<file path="src/rtl/rowcol_pkg.sv">
// Shared types and helpers for the row/column AER interface.
//   state_e   : per-channel handshake FSM state (IDLE/REQ/GRANT/REL).
//   cnt_width : width of a pending-spike counter able to hold 0..depth.
package rowcol_pkg;

  typedef enum logic [1:0] {
    StIdle,
    StReq,
    StGrant,
    StRel
  } state_e;

  function automatic int unsigned cnt_width(input int unsigned depth);
    return $clog2(depth + 1);
  endfunction

endpackage

</file>
<file path="src/rtl/rowcol_interface_n_if.sv">
// Bundle of handshake signals between the row/column interface and its environment.
//   greedy, aer_dis          : mode controls
//   n_p                      : per-channel spike inputs, active-low, asynchronous
//   n_ai, arbtop_n_ri        : shared acknowledge / arbiter-top grant, active-low
//   n_ri                     : per-channel arbiter grant, active-low
//   ro, s, ao                : per-channel request / select / acknowledge, active-high
// master: environment side (drives inputs). slave: block side.
interface rowcol_interface_n_if #(
  parameter int unsigned N_CH = 16
);
  logic            greedy;
  logic            aer_dis;
  logic [N_CH-1:0] n_p;
  logic            n_ai;
  logic [N_CH-1:0] n_ri;
  logic            arbtop_n_ri;
  logic [N_CH-1:0] ro;
  logic [N_CH-1:0] s;
  logic [N_CH-1:0] ao;

  modport master (
    output greedy, aer_dis, n_p, n_ai, n_ri, arbtop_n_ri,
    input  ro, s, ao
  );

  modport slave (
    input  greedy, aer_dis, n_p, n_ai, n_ri, arbtop_n_ri,
    output ro, s, ao
  );
endinterface

</file>
<file path="src/rtl/rowcol_channel.sv">
// One row/column channel: n_p synchroniser, falling-edge spike detector,
// saturating pending counter and the IDLE/REQ/GRANT/REL handshake FSM.
// Ports:
//   clk, rst                       : clock, synchronous active-high reset
//   greedy_i, aer_dis_i            : mode controls
//   n_p_i                          : raw spike input, active-low, asynchronous
//   n_ai_i, n_ri_i, arbtop_n_ri_i  : acknowledge / grants, active-low
//   ro_o, s_o, ao_o                : registered request / select / acknowledge
//   ovf_o                          : sticky overflow (only with ROWCOL_OVF_EN)
// Macro ROWCOL_OVF_EN adds the ovf_o output and its logic.
module rowcol_channel
  import rowcol_pkg::*;
#(
  parameter int unsigned DEPTH       = 3,
  parameter int unsigned SYNC_STAGES = 2
) (
  input  logic clk,
  input  logic rst,
  input  logic greedy_i,
  input  logic aer_dis_i,
  input  logic n_p_i,
  input  logic n_ai_i,
  input  logic n_ri_i,
  input  logic arbtop_n_ri_i,
`ifdef ROWCOL_OVF_EN
  output logic ovf_o,
`endif
  output logic ro_o,
  output logic s_o,
  output logic ao_o
);

  localparam int unsigned CntW = cnt_width(DEPTH);
  localparam logic [CntW-1:0] CntMax = CntW'(DEPTH);

  logic [SYNC_STAGES-1:0] sync_q, sync_d;
  logic                   prev_q, prev_d;
  logic [CntW-1:0]        cnt_q, cnt_d;
  state_e                 state_q, state_d;
  logic                   ro_q, ro_d, s_q, s_d, ao_q, ao_d;
  logic                   spike;
  logic                   dec;

  // Synchroniser idles high; a spike is a 1->0 step at its output.
  always_comb begin
    sync_d = {sync_q[SYNC_STAGES-2:0], n_p_i};
    prev_d = sync_q[SYNC_STAGES-1];
    spike  = prev_q & ~sync_q[SYNC_STAGES-1];
  end

  always_comb begin
    state_d = state_q;
    dec     = 1'b0;
    unique case (state_q)
      StIdle: begin
        if (cnt_q != '0 && !aer_dis_i) state_d = StReq;
      end
      StReq: begin
        if (!n_ri_i) state_d = StGrant;
      end
      StGrant: begin
        // aer_dis is ignored here so an in-flight handshake always completes.
        if (!n_ai_i) begin
          state_d = StRel;
          dec     = 1'b1;
        end
      end
      StRel: begin
        if (n_ri_i && n_ai_i) begin
          if (greedy_i && cnt_q != '0 && !aer_dis_i && !arbtop_n_ri_i) state_d = StReq;
          else state_d = StIdle;
        end
      end
      default: state_d = StIdle;
    endcase
  end

  // Simultaneous spike and decrement cancel, even when saturated.
  always_comb begin
    cnt_d = cnt_q;
    if (spike && !dec) begin
      if (cnt_q != CntMax) cnt_d = cnt_q + CntW'(1);
    end else if (!spike && dec) begin
      cnt_d = cnt_q - CntW'(1);
    end
  end

  // Outputs decoded from the next state and registered, so they never glitch.
  always_comb begin
    ro_d = (state_d == StReq) || (state_d == StGrant);
    s_d  = (state_d == StGrant);
    ao_d = (state_d == StGrant);
  end

  always_ff @(posedge clk) begin
    if (rst) begin
      sync_q  <= '1;
      prev_q  <= 1'b1;
      cnt_q   <= '0;
      state_q <= StIdle;
      ro_q    <= 1'b0;
      s_q     <= 1'b0;
      ao_q    <= 1'b0;
    end else begin
      sync_q  <= sync_d;
      prev_q  <= prev_d;
      cnt_q   <= cnt_d;
      state_q <= state_d;
      ro_q    <= ro_d;
      s_q     <= s_d;
      ao_q    <= ao_d;
    end
  end

  assign ro_o = ro_q;
  assign s_o  = s_q;
  assign ao_o = ao_q;

`ifdef ROWCOL_OVF_EN
  logic ovf_q, ovf_d;

  always_comb begin
    ovf_d = ovf_q | (spike & ~dec & (cnt_q == CntMax));
  end

  always_ff @(posedge clk) begin
    if (rst) ovf_q <= 1'b0;
    else     ovf_q <= ovf_d;
  end

  assign ovf_o = ovf_q;
`endif

endmodule

</file>
<file path="src/rtl/rowcol_interface_n.sv">
// Row/column AER interface: N_CH independent channels, each buffering up to
// DEPTH spikes and handshaking them out through the arbiter/encoder.
// Ports:
//   clk, rst : clock, synchronous active-high reset
//   bus      : rowcol_interface_n_if slave modport (greedy, aer_dis, n_p, n_ai,
//              n_ri, arbtop_n_ri in; ro, s, ao out)
//   ovf      : per-channel sticky overflow (only with ROWCOL_OVF_EN)
// Macro ROWCOL_OVF_EN adds the ovf port.
module rowcol_interface_n #(
  parameter int unsigned N_CH        = 16,
  parameter int unsigned DEPTH       = 3,
  parameter int unsigned SYNC_STAGES = 2
) (
  input  logic            clk,
  input  logic            rst,
`ifdef ROWCOL_OVF_EN
  output logic [N_CH-1:0] ovf,
`endif
  rowcol_interface_n_if.slave bus
);

  logic [N_CH-1:0] ro_w, s_w, ao_w;

  for (genvar g = 0; g < N_CH; g++) begin : g_ch
    rowcol_channel #(
      .DEPTH       (DEPTH),
      .SYNC_STAGES (SYNC_STAGES)
    ) u_ch (
      .clk           (clk),
      .rst           (rst),
      .greedy_i      (bus.greedy),
      .aer_dis_i     (bus.aer_dis),
      .n_p_i         (bus.n_p[g]),
      .n_ai_i        (bus.n_ai),
      .n_ri_i        (bus.n_ri[g]),
      .arbtop_n_ri_i (bus.arbtop_n_ri),
`ifdef ROWCOL_OVF_EN
      .ovf_o         (ovf[g]),
`endif
      .ro_o          (ro_w[g]),
      .s_o           (s_w[g]),
      .ao_o          (ao_w[g])
    );
  end

  assign bus.ro = ro_w;
  assign bus.s  = s_w;
  assign bus.ao = ao_w;

endmodule

</file>
<file path="src/flat_wrapper.sv">
// flat-port wrapper written by rule: the top's interface ports become plain ports
module rowcol_interface_n_flat 
#(
  parameter int unsigned N_CH        = 16,
  parameter int unsigned DEPTH       = 3,
  parameter int unsigned SYNC_STAGES = 2
)
  (clk, rst, bus_greedy, bus_aer_dis, bus_n_p, bus_n_ai, bus_n_ri, bus_arbtop_n_ri, bus_ro, bus_s, bus_ao);
  rowcol_interface_n_if #(.N_CH(N_CH)) bus_i ();
  input  logic clk;
  input  logic rst;
  input wire logic [$bits(bus_i.greedy)-1:0] bus_greedy;
  input wire logic [$bits(bus_i.aer_dis)-1:0] bus_aer_dis;
  input wire logic [$bits(bus_i.n_p)-1:0] bus_n_p;
  input wire logic [$bits(bus_i.n_ai)-1:0] bus_n_ai;
  input wire logic [$bits(bus_i.n_ri)-1:0] bus_n_ri;
  input wire logic [$bits(bus_i.arbtop_n_ri)-1:0] bus_arbtop_n_ri;
  output wire logic [$bits(bus_i.ro)-1:0] bus_ro;
  output wire logic [$bits(bus_i.s)-1:0] bus_s;
  output wire logic [$bits(bus_i.ao)-1:0] bus_ao;
  assign bus_i.greedy = bus_greedy;
  assign bus_i.aer_dis = bus_aer_dis;
  assign bus_i.n_p = bus_n_p;
  assign bus_i.n_ai = bus_n_ai;
  assign bus_i.n_ri = bus_n_ri;
  assign bus_i.arbtop_n_ri = bus_arbtop_n_ri;
  assign bus_ro = bus_i.ro;
  assign bus_s = bus_i.s;
  assign bus_ao = bus_i.ao;
  rowcol_interface_n #(.N_CH(N_CH), .DEPTH(DEPTH), .SYNC_STAGES(SYNC_STAGES)) u_core (.clk(clk), .rst(rst), .bus(bus_i));
endmodule
</file>
<file path="config.mk">
export PLATFORM = sky130hd
export DESIGN_NAME = rowcol_interface_n_flat
export DESIGN_NICKNAME = d
export VERILOG_FILES = /design/src/rtl/rowcol_pkg.sv /design/src/rtl/rowcol_interface_n_if.sv /design/src/rtl/rowcol_channel.sv /design/src/rtl/rowcol_interface_n.sv /design/src/flat_wrapper.sv
export SDC_FILE = /design/constraint.sdc
export NUM_CORES = 1
export LEC_CHECK = 0
export CAP_MARGIN = 20
export CELL_PAD_IN_SITES_DETAIL_PLACEMENT = 2
export CELL_PAD_IN_SITES_GLOBAL_PLACEMENT = 2
export CORE_MARGIN = 2
export CORE_UTILIZATION = 30
export DETAILED_ROUTE_END_ITERATION = 8
export HOLD_SLACK_MARGIN = 0.08
export PLACE_DENSITY = 0.85
export SLEW_MARGIN = 15
export SYNTH_ARGS = -nofsm -noshare
export SYNTH_HDL_FRONTEND = slang
export SYNTH_SLANG_ARGS = --single-unit
</file>
<file path="constraint.sdc">
create_clock -name clk -period 1.9 [get_ports clk]
set_clock_uncertainty 0.05 [all_clocks]
set_input_delay 0.475 -clock clk [delete_from_list [all_inputs] [get_ports clk]]
set_output_delay 0.475 -clock clk [all_outputs]
set_load 0.05 [all_outputs]
</file>
==> flow_metrics.env <==
export IMPL_dr_pass1_iters=4
export IMPL_areaGrowthSynthToFinish_pct=31.71
export IMPL_synth_async_sr_flop_share=0
export IMPL_ios=86
export IMPL_dp_hpwl_mm=11.46
export IMPL_wl_per_cell_um=18.92
export IMPL_cts_tree="built"
export IMPL_synth_edf_count=0
export IMPL_clockBufferDepth=2
export IMPL_yosysWarningCount=0
export IMPL_slew_viol_final=0
export IMPL_hold_slack_ns=0.3599
export IMPL_finalCritPeriodShare=0.9824
export IMPL_synth_top_area_frac=0.4669
export IMPL_diodes=0
export IMPL_ff_latch_area_um2=2883
export IMPL_ys_seq_elements=144
export IMPL_synth_area_leaders="dfxtp_1 (47%), buf_4 (5.8%), or2_2 (4.9%)"
export IMPL_reg2reg_to="u_core.g_ch[13].u_ch.ro_o"
export IMPL_cpPeakStageDelay_ns=0.55
export IMPL_hold_end="u_core.g_ch[7].u_ch.sync_q[1]"
export IMPL_seq_area_frac_synth=0.4669
export IMPL_p_leak_nw=3.351
export IMPL_synthTopCellsByCount="dfxtp_1 (144), nor2_1 (78), nor3_1 (50), buf_4 (48), or2_2 (48)"
export IMPL_slowest_stage="clkdlybuf4s50_1"
export IMPL_netlist_area_um2=6175
export IMPL_vias=5235
export IMPL_routed_wl_mm=20.04
export IMPL_grt_usage=0.1775
export IMPL_hold_violations=0
export IMPL_maxCapViolations=0
export IMPL_start_util=0.3052
export IMPL_placed_area_um2=7257
export IMPL_min_period_ns=1.867
export IMPL_end_kind="register"
export IMPL_antenna_found_initial=0
export IMPL_gp_congestion=0.7190
export IMPL_final_nets=830
export IMPL_status="completed"
export IMPL_numCtsBuffers=17
export IMPL_critPathMaxFanout=3
export IMPL_h_tree_depth=4
export IMPL_multi_input_area_um2=2929
export IMPL_worstSetupPathType="primary input to register"
export IMPL_hold_depth=1
export IMPL_clk_pin_slew_worst_paths_ns=0.06
export IMPL_hp_start="u_core.g_ch[7].u_ch.sync_q[0]"
export IMPL_die_x_um=147.5
export IMPL_finalSetupViolations=0
export IMPL_critPathRequiredTime_ns=2.21
export IMPL_rrSetupSlack_ns=0.23
export IMPL_synth_top_area_cell="dfxtp_1"
export IMPL_design_area_um2=8133
export IMPL_drtAntennaViolNets=0
export IMPL_clock_root_buffer="clkbuf_16"
export IMPL_io_buffer_count=85
export IMPL_fp_dieH_um=147.5
export IMPL_power_density_nw_per_um2=1052
export IMPL_grt_pass1_wl_mm=30.10
export IMPL_grt_max_degree=52
export IMPL_relSlewSlack=0.6721
export IMPL_rr_worst_depth=5
export IMPL_synth_nets=736
export IMPL_irDropWorstVdd_uv=549.7
export IMPL_clock_latency_ns=0.43
export IMPL_coreArea_um2=20230
export IMPL_yosysUniqueCellTypes=31
export IMPL_drt_initial_drc_count=205
export IMPL_grt_pass1_vias=5607
export IMPL_yosys_cell_count_top_type="dfxtp_1"
export IMPL_drive_gt1_frac=0.2636
export IMPL_ys_flop_type="dfxtp_1"
export IMPL_syn_inst=682
export IMPL_via_per_inst=4.943
export IMPL_nFillCells=2168
export IMPL_synth_area_per_cell_um2=9.054
export IMPL_max_freq_mhz=535.7
export IMPL_hold_path_class="register to register"
export IMPL_tightest_slew_ns=0.4919
export IMPL_rsz0062_at_grt="no"
export IMPL_worstPathArrival_ns=2.18
export IMPL_drc=0
export IMPL_row_count=52
export IMPL_r2r_start="u_core.g_ch[13].u_ch.state_q[0]"
export IMPL_cp_cell_sequence="clkdlybuf4s50_1, nand2_1, o22ai_1, a222oi_1, buf_4, ha_1, nor2_1"
export IMPL_die_area_um2=21750
export IMPL_cts_hold_buf=0
export IMPL_numClockSinks=144
export IMPL_start_kind="primary input"
export IMPL_grt_overflow=0
==> per-stage QoR <==
step           setup slack [ns]  total power (W)  TNS, ns  utilization  cells
6_report                0.03339         0.008552        0       0.4019   1059
2_1_floorplan           0.02105         0.004223        0            -    682
3_3_place_gp            -0.4009         0.004563   -20.21       0.3586   1019
4_1_cts                0.005785         0.008589        0       0.3963   1055
3_5_place_dp            -0.4573         0.004620   -25.21       0.3586   1019
5_1_grt                0.004024         0.008887        0       0.4019   1059
==> metal layers <==
layer	wire [um]	track usage	up-vias
met5	0	0	-
met4	643	0.09038	0
met3	803	0.03580	45
met2	9941	0.2960	135
met1	8651	0.2178	2591
li1	-	-	2464
==> power breakdown <==
| group | switching (W) | internal (W) |
|---|---|---|
| logic | 0.000767 | 0.000556 |
| clock network | 0.00133 | 0.00252 |
| registers | 0.000166 | 0.00321 |
| total | 0.00226 | 0.00629 |
==> cell families (layout without fill, tap and decap cells) <==
logic type | count (synthesis) | after routing | share of synthesized area
XOR/XNOR | 3 | 3 | 0.004256
buffers and inverters | 78 | 185 | 0.07741
AND/OR/NAND/NOR | 316 | 316 | 0.2786
flip-flops | 144 | 144 | 0.4669
multiplexers | 16 | 16 | 0.02594
adder cells (fa/ha/maj) | 16 | 16 | 0.03242
AO/OA/AOI/OAI | 109 | 109 | 0.1145
==> worst max-delay path by stage <==
stage                                from                           end  slack (ns)  cells past startpoint
final                        bus_n_ri[15]     u_core.g_ch[15].u_ch.ro_o        0.03                      7
after global routing         bus_n_ri[15]     u_core.g_ch[15].u_ch.ro_o       0.004                      7
after CTS                        bus_n_ai  u_core.g_ch[3].u_ch.cnt_q[1]       0.006                      7
after detailed placement  bus_arbtop_n_ri      u_core.g_ch[3].u_ch.ro_o       -0.46                      7
after global placement         bus_greedy     u_core.g_ch[11].u_ch.ro_o       -0.40                      6
after floorplan               bus_aer_dis      u_core.g_ch[0].u_ch.ro_o        0.02                      6
==> what timing repair did <==
item	CTS	global route
gates cloned	0	1
gates resized for setup	10	15
hold endpoints to repair	0	0
setup endpoints to repair	14	45
setup buffers	4	3
pin swaps	5	7
==> worst max-delay path: cells and delay by family <==
kind                       cells  cell delay (ns)
AOI/OAI and AO/OA              2             0.44
and+or+nand+nor                2             0.29
buffers and inverters          2             0.74
adders and majority gates      1             0.24
==> sequential cells by signal, indices dropped and copies added, names as in the netlist <==
signal                    count
u_core.g_ch.u_ch.state_q     32
u_core.g_ch.u_ch.ro_o        16
u_core.g_ch.u_ch.sync_q      32
u_core.g_ch.u_ch.prev_q      16
u_core.g_ch.u_ch.ao_o        16
u_core.g_ch.u_ch.cnt_q       32
==> layout by cell type (no fill, tap or decap), types with 4 or more instances in the layout <==
cell type	synthesis	routed
a21o_1	12	12
a21oi_1	28	28
a22o_1	4	4
a2bb2oi_1	8	6
and2_1	16	15
buf_12	0	5
buf_4	48	105
bufinv_16	0	6
clkbuf_16	0	18
clkdlybuf4s50_1	0	32
clkinv_2	0	4
dfxtp_1	144	144
dlymetal6s2s_1	0	4
ha_1	16	16
inv_1	5	5
mux2i_1	16	16
nand2_1	24	24
nand2b_1	19	18
nand4b_1	8	8
nor2_1	78	78
nor2b_1	44	43
nor3_1	50	49
nor3b_1	24	18
nor3b_2	0	6
o21a_1	16	16
o21ai_0	27	27
or2_2	48	48
==> area by class of cell <==
class / instances / area share
multi-input cells: 460 / 0.3602
clock inverters: 11 / 0.02569
repair buffers: 148 / 0.1592
inverters: 5 / 0.002308
well taps: 270 / 0.04154
flip-flops and latches: 144 / 0.3545
clock buffers: 21 / 0.05662
Power figures use the tool's default switching activity.
